$ cat config.mk
export PLATFORM = sky130hd
export DESIGN_NAME = collision_scanner
export DESIGN_NICKNAME = d
export VERILOG_FILES = /design/src/rtl/collision_pkg.sv /design/src/rtl/collision_scanner_dist_pipe.sv /design/src/rtl/collision_scanner.sv
export SDC_FILE = /design/constraint.sdc
export NUM_CORES = 1
export LEC_CHECK = 0
export ABC_AREA = 1
export CORE_MARGIN = 2
export CORE_UTILIZATION = 58
export CTS_BUF_LIST = sky130_fd_sc_hd__clkbuf_4 sky130_fd_sc_hd__clkbuf_8
export CTS_CLUSTER_SIZE = 30
export DETAILED_ROUTE_END_ITERATION = 6
export PLACE_DENSITY = 0.87
export SLEW_MARGIN = 20
export SYNTH_ARGS = -nofsm -noshare
export SYNTH_HDL_FRONTEND = slang
export SYNTH_SLANG_ARGS = --single-unit
$ cat constraint.sdc
create_clock -name clk -period 9.7 [get_ports clk]
set_input_delay 1.94 -clock clk [delete_from_list [all_inputs] [get_ports clk]]
set_output_delay 1.94 -clock clk [all_outputs]
set_load 0.005 [all_outputs]
$ cat src/rtl/collision_pkg.sv
// Shared constants, state encoding and small arithmetic helpers for the
// collision scanner and its distance pipeline.
package collision_pkg;

  // Scan controller states.
  typedef enum logic [1:0] {
    ST_IDLE  = 2'd0,
    ST_SCAN  = 2'd1,
    ST_FLUSH = 2'd2,
    ST_DONE  = 2'd3
  } state_t;

  // Playfield and scan geometry.
  localparam int N_OBJ       = 10;
  localparam int IDX_W       = 4;
  localparam int COORD_W     = 8;
  localparam int DSQ_W       = 17;
  localparam int RADIUS      = 4;
  localparam int SCREEN_W    = 160;
  localparam int SCREEN_H    = 120;
  localparam int EDGE_MARGIN = 0;

  // Derived thresholds, sized to the datapath they are compared against.
  localparam logic [DSQ_W-1:0]   RADIUS_SQ = DSQ_W'(RADIUS * RADIUS);
  localparam logic [COORD_W-1:0] X_LO      = COORD_W'(EDGE_MARGIN);
  localparam logic [COORD_W-1:0] X_HI      = COORD_W'(SCREEN_W - 1 - EDGE_MARGIN);
  localparam logic [COORD_W-1:0] Y_LO      = COORD_W'(EDGE_MARGIN);
  localparam logic [COORD_W-1:0] Y_HI      = COORD_W'(SCREEN_H - 1 - EDGE_MARGIN);
  localparam logic [IDX_W-1:0]   IDX_LAST  = IDX_W'(N_OBJ - 1);

  // Unsigned absolute difference; the larger operand is always the minuend
  // so the result never wraps.
  function automatic logic [COORD_W-1:0] abs_diff(
    input logic [COORD_W-1:0] a,
    input logic [COORD_W-1:0] b
  );
    logic [COORD_W-1:0] r;
    if (a >= b) begin
      r = a - b;
    end else begin
      r = b - a;
    end
    return r;
  endfunction

  // True when a coordinate pair lies on or inside the border margin.
  function automatic logic at_edge(
    input logic [COORD_W-1:0] x,
    input logic [COORD_W-1:0] y
  );
    return (x <= X_LO) || (x >= X_HI) || (y <= Y_LO) || (y >= Y_HI);
  endfunction

  // Square of an 8-bit magnitude, widened to the distance width first so
  // the product cannot overflow.
  function automatic logic [DSQ_W-1:0] square(input logic [COORD_W-1:0] v);
    logic [DSQ_W-1:0] w;
    w = {{(DSQ_W-COORD_W){1'b0}}, v};
    return w * w;
  endfunction

endpackage

$ cat src/rtl/collision_scanner_dist_pipe.sv
// Two-stage distance pipeline. Stage 1 registers |dx|, |dy| and the edge
// flag for one object; stage 2 forms dx^2+dy^2 and the radius compare
// combinationally so the owner can commit the result on the next edge.
module dist_pipe
  import collision_pkg::*;
(
  input  logic               clk,
  input  logic               reset,
  input  logic               in_valid,
  input  logic [IDX_W-1:0]   in_idx,
  input  logic               in_active,
  input  logic [COORD_W-1:0] sx,
  input  logic [COORD_W-1:0] sy,
  input  logic [COORD_W-1:0] ox,
  input  logic [COORD_W-1:0] oy,
  output logic               out_valid,
  output logic [IDX_W-1:0]   out_idx,
  output logic               out_crash,
  output logic               out_edge
);

  logic               s1_valid_r;
  logic [IDX_W-1:0]   s1_idx_r;
  logic               s1_active_r;
  logic [COORD_W-1:0] s1_dx_r;
  logic [COORD_W-1:0] s1_dy_r;
  logic               s1_edge_r;
  logic [DSQ_W-1:0]   dsq_s;

  // Stage 1: absolute differences, masked edge flag and sideband capture.
  always_ff @(posedge clk or posedge reset) begin
    if (reset) begin
      s1_valid_r  <= 1'b0;
      s1_idx_r    <= '0;
      s1_active_r <= 1'b0;
      s1_dx_r     <= '0;
      s1_dy_r     <= '0;
      s1_edge_r   <= 1'b0;
    end else begin
      s1_valid_r  <= in_valid;
      s1_idx_r    <= in_idx;
      s1_active_r <= in_active;
      s1_dx_r     <= abs_diff(sx, ox);
      s1_dy_r     <= abs_diff(sy, oy);
      s1_edge_r   <= in_active & at_edge(ox, oy);
    end
  end

  // Stage 2: squared distance and inclusive radius compare.
  always_comb begin
    dsq_s     = square(s1_dx_r) + square(s1_dy_r);
    out_valid = s1_valid_r;
    out_idx   = s1_idx_r;
    out_edge  = s1_edge_r;
    if (s1_active_r && (dsq_s <= RADIUS_SQ)) begin
      out_crash = 1'b1;
    end else begin
      out_crash = 1'b0;
    end
  end

endmodule

$ cat src/rtl/collision_scanner.sv
// Frame-tick collision scanner: snapshots the player and all objects on a
// start request, streams the objects through dist_pipe one per cycle into
// shadow flags, then publishes crash/touch_edge together with a done pulse.
module collision_scanner
  import collision_pkg::*;
(
  input  logic        clk,
  input  logic        reset,
  input  logic        start,
  input  logic [7:0]  self_x,
  input  logic [7:0]  self_y,
  input  logic [79:0] obj_x_flat,
  input  logic [79:0] obj_y_flat,
  input  logic [9:0]  obj_active,
  output logic        busy,
  output logic        done,
  output logic [9:0]  crash,
  output logic [9:0]  touch_edge
);

  state_t               state_r;
  logic [IDX_W-1:0]     idx_r;
  logic [COORD_W-1:0]   snap_sx_r;
  logic [COORD_W-1:0]   snap_sy_r;
  logic [79:0]          snap_ox_r;
  logic [79:0]          snap_oy_r;
  logic [N_OBJ-1:0]     snap_act_r;
  logic [N_OBJ-1:0]     shadow_crash_r;
  logic [N_OBJ-1:0]     shadow_edge_r;
  logic                 busy_r;
  logic                 done_r;
  logic [N_OBJ-1:0]     crash_r;
  logic [N_OBJ-1:0]     edge_r;

  logic                 feed_valid_s;
  logic [COORD_W-1:0]   feed_ox_s;
  logic [COORD_W-1:0]   feed_oy_s;
  logic                 feed_act_s;
  logic                 res_valid_s;
  logic [IDX_W-1:0]     res_idx_s;
  logic                 res_crash_s;
  logic                 res_edge_s;

  // Select the snapshotted object addressed by idx for the pipeline input.
  always_comb begin
    feed_ox_s  = snap_ox_r[{idx_r, 3'b000} +: COORD_W];
    feed_oy_s  = snap_oy_r[{idx_r, 3'b000} +: COORD_W];
    feed_act_s = snap_act_r[idx_r];
    if (state_r == ST_SCAN) begin
      feed_valid_s = 1'b1;
    end else begin
      feed_valid_s = 1'b0;
    end
  end

  dist_pipe u_dist_pipe (
    .clk       (clk),
    .reset     (reset),
    .in_valid  (feed_valid_s),
    .in_idx    (idx_r),
    .in_active (feed_act_s),
    .sx        (snap_sx_r),
    .sy        (snap_sy_r),
    .ox        (feed_ox_s),
    .oy        (feed_oy_s),
    .out_valid (res_valid_s),
    .out_idx   (res_idx_s),
    .out_crash (res_crash_s),
    .out_edge  (res_edge_s)
  );

  // Scan controller: snapshot, index sequencing and atomic publication.
  always_ff @(posedge clk or posedge reset) begin
    if (reset) begin
      state_r    <= ST_IDLE;
      idx_r      <= '0;
      snap_sx_r  <= '0;
      snap_sy_r  <= '0;
      snap_ox_r  <= '0;
      snap_oy_r  <= '0;
      snap_act_r <= '0;
      busy_r     <= 1'b0;
      done_r     <= 1'b0;
      crash_r    <= '0;
      edge_r     <= '0;
    end else begin
      done_r <= 1'b0;
      case (state_r)
        ST_IDLE: begin
          if (start) begin
            snap_sx_r  <= self_x;
            snap_sy_r  <= self_y;
            snap_ox_r  <= obj_x_flat;
            snap_oy_r  <= obj_y_flat;
            snap_act_r <= obj_active;
            idx_r      <= '0;
            busy_r     <= 1'b1;
            state_r    <= ST_SCAN;
          end else begin
            busy_r     <= 1'b0;
          end
        end
        ST_SCAN: begin
          // idx parks on the last object so the select never leaves range.
          if (idx_r == IDX_LAST) begin
            state_r <= ST_FLUSH;
          end else begin
            idx_r   <= idx_r + 4'd1;
          end
        end
        ST_FLUSH: begin
          state_r <= ST_DONE;
        end
        ST_DONE: begin
          crash_r <= shadow_crash_r;
          edge_r  <= shadow_edge_r;
          done_r  <= 1'b1;
          busy_r  <= 1'b0;
          state_r <= ST_IDLE;
        end
        default: begin
          busy_r  <= 1'b0;
          state_r <= ST_IDLE;
        end
      endcase
    end
  end

  // Shadow flags: cleared when a scan launches, filled as results emerge.
  always_ff @(posedge clk or posedge reset) begin
    if (reset) begin
      shadow_crash_r <= '0;
      shadow_edge_r  <= '0;
    end else if ((state_r == ST_IDLE) && start) begin
      shadow_crash_r <= '0;
      shadow_edge_r  <= '0;
    end else if (res_valid_s) begin
      shadow_crash_r[res_idx_s] <= res_crash_s;
      shadow_edge_r[res_idx_s]  <= res_edge_s;
    end else begin
      shadow_crash_r <= shadow_crash_r;
      shadow_edge_r  <= shadow_edge_r;
    end
  end

  assign busy       = busy_r;
  assign done       = done_r;
  assign crash      = crash_r;
  assign touch_edge = edge_r;

endmodule

==> flow_summary.toml, run 1 <==
[cts]
cts.clk_slew.worst_paths_ps = 80
worstSkewPairLatency_ps = 580
htreeDepth = 2
cts_root_buffer = "clkbuf_8"
cts_made_buffers = 42
cts.sinks = 257
clk_path_buf_depth = 3
postCtsSetupBuffers = 0
cts_tree = "yes"
cts_resized = 0
ctsHoldBuffers = 0

[global_routing]
use_met2 = 0.503
antenna_found_initial = 1
grt_pass1_vias = 14099
grt.total_usage = 0.296
grt_max_degree = 181
gr-max-usage-layer = "met2"
grt-ovfl-total = 0
grt_util_met1 = 0.385
met3_usage = 0.0437
grt_pass1_wl_mm = 68.8

[logic_synthesis]
synth_cells = 2106
ys_types = 42
synth-compound-area-share = 0.0864
yosysWarnings = 0
synth_top_area_cell = "dfrtp_1"
synth_xor_area_frac = 0.0133
synth_area_leaders = "dfrtp_1, nand2_1, fa_1"
postSynthAreaPerCell_um2 = 7.80
synthMuxAreaShare = 0.00320
syn_nets = 2468
synth_area_um2 = 16400
synth_top_family_by_area = "simple AND/OR/NAND/NOR gates"
synth_top_area_frac = 0.392
yosys.area_share.adder = 0.168
seq_area_frac_synth = 0.392
ys_ff_latch = 257
yosys.area_share.simple = 0.230

[final_layout]
final_common_cell = "nand2_1"
nets = 2631
final_cell_mix = "nand2_1, inv_1, dfrtp_1, clkdlybuf4s50_1, o21ai_0"
syn_to_final_growth_pct = 19.1
layout-drive-gt1-share = 0.0469

[drt]
wl_per_cell_um = 15.9
wl_mm = 42.6
first_pass_iters = 7
via_per_inst = 5.28
drc = 0
drt_iter0_drc = 1158
vias = 14150
detail-route-antenna-nets = 0

[place]
port_buffers = 210
place.detailed.hpwl_mm = 31.0
gp_congestion = 0.921

[status]
status = "complete, no violations"

[floorplanning]
ios = 211
initial_core_util = 0.589
die_h_um = 172
die_w_um = 172
core-area_um2 = 27900
rows = 61
dieArea_um2 = 29700

[sta]
finalSetupTns_ps = 0
period_share = 0.592
fin_crit_ps = 5750
slew_viol_final = 0
rsz0062_at_grt = "false"
max_slew_margin = 0.284
fmax_mhz = 174
clock_skew_ps = 54.0
finalHoldViolCount = 0
worst_pin_slew_ps = 1070
setup_viol = 0

[critical_path]
endpoint_kind = "flop"
r2r_cells = 23
critPathArrivalTime_ps = 6230
path_class = "flop to flop"
startpoint_type = "flop"
crit_path_max_fanout = 10
cp.required_ps = 10180
ff2ff_setup_slack_ps = 3950

[flow_run]
cap_viol_max_count = 0

[worst_hold_path]
holdPathStages = 0
hold_path.class = "flop to flop"
worst paths after layout:
path | from | to
worst max-delay path | u_dist_pipe.s1_dx_r[2] | shadow_crash_r[1]
worst min register to register | idx_r[3] | u_dist_pipe.out_idx[3]
min in group asynchronous | reset | shadow_edge_r[7]
worst max register to register | u_dist_pipe.s1_dx_r[2] | shadow_crash_r[1]
worst min-delay path | idx_r[3] | u_dist_pipe.out_idx[3]
max in group asynchronous | reset | snap_ox_r[11]
worst max-delay path, cell delays in order (launching register included):
cell and delay [ps]:
dfrtp_1 480, nand2_1 90, inv_1 80, fa_1 520
inv_1 60, fa_1 530, inv_1 50, fa_1 520
fa_1 450, fa_1 570, inv_1 60, fa_1 530
inv_1 40, ha_1 350, a21oi_1 250, nor2_1 70
nor2_1 80, nand2_1 90, nand2_1 70, nand2_1 60
xor2_1 140, nor2_1 130, nand3_2 210, o21ai_1 210
cells by family (layout without fill, tap and decap cells):
| group | count (synthesis) | in the layout |
|---|---|---|
| XOR/XNOR | 25 | 25 |
| multiplexers | 5 | 5 |
| flip-flops | 257 | 257 |
| buffers and inverters | 439 | 634 |
| AND/OR/NAND/NOR | 947 | 947 |
| other | 0 | 1 |
| AO/OA/AOI/OAI | 260 | 260 |
| adder cells (fa/ha/maj) | 173 | 173 |
Yosys cell counts:
cell       number
a21oi_1        47
a21oi_2         1
a31oi_1         2
and3_1          1
buf_1           3
buf_2          21
buf_4           5
buf_6           9
clkbuf_1       58
clkbuf_2        2
clkinv_1        1
dfrtp_1       257
fa_1           80
ha_1           93
inv_1         334
inv_2           6
mux2_2          2
mux2i_1         3
nand2_1       721
nand2_2         3
nand3_1       119
nand3_2         1
nand3b_1        2
nand4_1         6
nor2_1         83
nor3_1          7
nor3_4          1
nor4_1          1
o2111ai_1       2
o211ai_1        7
o211ai_2        5
o21a_1          2
o21ai_0       170
o21ai_1         9
o21ai_2         1
o21bai_1        1
o221ai_1        7
o22ai_1         3
o31ai_1         3
or2_1           2
xnor2_1        11
xor2_1         14
per-stage QoR:
step / util / hold slack (ps) / std cells / setup WS [ps] / area, um2
CTS: 0.702 / 451 / 2679 / 3970 / 19600
global placement: 0.667 / 415 / 2603 / 4120 / 18600
global route: 0.702 / 464 / 2680 / 3580 / 19600
finish: 0.702 / 457 / 2680 / 3950 / 19600
detailed placement: 0.667 / 429 / 2603 / 4000 / 18600
floorplan: - / 379 / 2106 / 690 / 16400
final cells by class:
type	instances	area [um2]
fillers	2210	8290
repair buffers	217	2150
well taps	378	473
inverters	341	1290
clock buffers	66	840
clock inverters	10	129
diodes	1	2.50
flip-flops and latches	257	6440
multi-input cells	1410	8230
registers in the layout, indices dropped and copies added (netlist names):
| register | cells |
|---|---|
| u_dist_pipe.s1_dy_r | 8 |
| touch_edge | 10 |
| snap_oy_r | 80 |
| state_r | 2 |
| u_dist_pipe.s1_dx_r | 8 |
| snap_sy_r | 8 |
| shadow_edge_r | 10 |
| busy | 1 |
| snap_sx_r | 8 |
| u_dist_pipe.out_edge | 1 |
| done | 1 |
| u_dist_pipe.out_idx | 4 |
| u_dist_pipe.out_valid | 1 |
| idx_r | 4 |
| snap_act_r | 10 |
| crash | 10 |
| snap_ox_r | 80 |
| shadow_crash_r | 10 |
| u_dist_pipe.s1_active_r | 1 |
routing by layer:
| metal | vias up | part of all wire |
|---|---|---|
| met1 | 6681 | 0.41 |
| met3 | 105 | 0.065 |
| met2 | 563 | 0.48 |
| met5 | - | 0 |
| met4 | 0 | 0.038 |
| li1 | 6801 | - |
Power of run 1 is left out: the tool's default activity adds up to more than one toggle a clock period on the data nets, which glitch-free logic cannot reach.
==> run 2, diff against run 1 <==
--- a/config.mk
+++ b/config.mk
@@ -7,11 +7,11 @@
 export LEC_CHECK = 0
 export ABC_AREA = 1
 export CORE_MARGIN = 2
-export CORE_UTILIZATION = 58
+export CORE_UTILIZATION = 52
 export CTS_BUF_LIST = sky130_fd_sc_hd__clkbuf_4 sky130_fd_sc_hd__clkbuf_8
 export CTS_CLUSTER_SIZE = 30
 export DETAILED_ROUTE_END_ITERATION = 6
-export PLACE_DENSITY = 0.87
+export PLACE_DENSITY = 0.83
 export SLEW_MARGIN = 20
 export SYNTH_ARGS = -nofsm -noshare
 export SYNTH_HDL_FRONTEND = slang
==> constraint.sdc (replaced) <==
create_clock -name clk -period 4.73 [get_ports clk]
set_input_delay 0.946 -clock clk [delete_from_list [all_inputs] [get_ports clk]]
set_output_delay 0.946 -clock clk [all_outputs]
set_load 0.005 [all_outputs]
==> flow_summary.toml, run 2 (synthesis gave the netlist of run 1 again) <==
[sta]
fin_crit_ps = 5390
finalHoldViolCount = 0
slew_viol_final = 0
rsz0062_at_grt = "true"
finalSetupTns_ps = -6240
fmax_mhz = 185
clock_skew_ps = 45.5
period_share = 1.14
setup_viol = 10
worst_pin_slew_ps = 958
max_slew_margin = 0.361
setup_slack_ps = -664

[critical_path]
cp.required_ps = 5210
ff2ff_setup_slack_ps = -660
crit_family = "adder cells"
slowest_stage = "fa_1"
timing.rr.start = "u_dist_pipe.s1_dx_r[7]"
startpoint_type = "flop"
crit_chain = "nand2_2 > inv_2 > fa_1 > inv_2 > fa_2 > inv_2 > fa_1 > fa_2 > fa_1 > inv_1 > fa_1 > inv_2 > ha_4 > a21oi_4 > nor2_1 > nor2_1 > nand2_2 > xnor2_2 > nand3_2 > nor2_4 > nand3_4 > o21ai_2"
slowest_delay_ps = 560
endpoint_kind = "flop"
critPathArrivalTime_ps = 5880
crit_path_start = "u_dist_pipe.s1_dx_r[7]"
endpoint = "shadow_crash_r[6]"
r2r_cells = 22
crit_path_max_fanout = 5
r2r-end = "shadow_crash_r[6]"
cp_num_cells = 22
cp_num_buf_inv = 5
path_class = "flop to flop"

[floorplanning]
ios = 211
die_h_um = 182
core-area_um2 = 31300
rows = 65
die_w_um = 182
dieArea_um2 = 33000
initial_core_util = 0.524

[cts]
worstSkewPairLatency_ps = 600
cts.sinks = 257
cts_root_buffer = "clkbuf_8"
cts_made_buffers = 42
cts_tree = "yes"
htreeDepth = 2
clk_path_buf_depth = 3
ctsHoldBuffers = 0
cts.clk_slew.worst_paths_ps = 60

[global_routing]
grt_max_degree = 119
grt_pass1_wl_mm = 71.5
grt_pass1_vias = 14549
grt-ovfl-total = 0
grt.total_usage = 0.269
antenna_found_initial = 1

[status]
status = "finished, violations left"
violations = "negative setup slack"

[final_layout]
layout-drive-gt1-share = 0.114
final_core_util = 0.657
nets = 2715
final_common_cell = "nand2_1"
syn_to_final_growth_pct = 25.3
final_cell_mix = "nand2_1, inv_1, dfrtp_1, clkdlybuf4s50_1, o21ai_0"
reg_top3 = "snap_ox_r x80, snap_oy_r x80"
design_area_um2 = 20600

[place]
place.detailed.hpwl_mm = 32.4
port_buffers = 210
post_dp_cell_area_um2 = 19300
gp_congestion = 0.894

[drt]
drc = 0
wl_per_cell_um = 15.8
vias = 14685
drt_iter0_drc = 1398
detail-route-antenna-nets = 0
first_pass_iters = 6
via_per_inst = 5.27
wl_mm = 44.0

[worst_hold_path]
hold_path.class = "flop to flop"
holdPathStages = 0

[flow_run]
cap_viol_max_count = 0
## run 2: layout make-up
class,instances,area [um2]
antenna,1,2.50
clock buffer,65,807
clock inverter,9,87.6
fill,2495,10700
inverter,341,1290
multi-input combinational,1411,8600
sequential,257,6450
tap,402,503
timing repair buffer,300,2830
## run 2: repair_timing
| item | 4_1_cts | 5_1_grt |
|---|---|---|
| endpoints found under the setup margin | 10 | 10 |
| pin swaps | 17 | 39 |
| setup buffers | 6 | 5 |
| resized for setup | 33 | 43 |
| cloned | 1 | 0 |
## run 2: worst min-delay path by stage
stage / from / end / slack, ps
after CTS: idx_r[3] / u_dist_pipe.out_idx[3] / 440
after global routing: idx_r[3] / u_dist_pipe.out_idx[3] / 460
after floorplan: idx_r[1] / u_dist_pipe.out_idx[1] / 380
after global placement: idx_r[3] / u_dist_pipe.out_idx[3] / 420
after detailed placement: idx_r[3] / u_dist_pipe.out_idx[3] / 430
final: idx_r[3] / u_dist_pipe.out_idx[3] / 450
## run 2: worst reg2reg max path, stage by stage, from the launching register on
cell	delay [ps]
dfrtp_2	450
nand2_2	80
inv_2	40
fa_1	560
inv_2	50
fa_2	560
inv_2	30
fa_1	520
fa_2	450
fa_1	490
inv_1	50
fa_1	490
inv_2	50
ha_4	240
a21oi_4	160
nor2_1	60
nor2_1	120
nand2_2	100
xnor2_2	170
nand3_2	110
nor2_4	190
nand3_4	150
o21ai_2	170
## run 2: routing by layer
layer	track usage	part of all wire
met5	0	0
met4	0.114	0.043
met2	0.450	0.48
met3	0.0393	0.071
met1	0.352	0.40
## run 2: per-stage QoR
step | worst slack [ps] | instances | hold slack [ps]
5_1_grt | -850 | 2786 | 463
3_3_place_gp | -546 | 2699 | 424
3_5_place_dp | -682 | 2699 | 431
4_1_cts | -592 | 2780 | 444
6_report | -664 | 2786 | 449
2_1_floorplan | -346 | 2106 | 379
Power of run 2 is left out for the same reason.
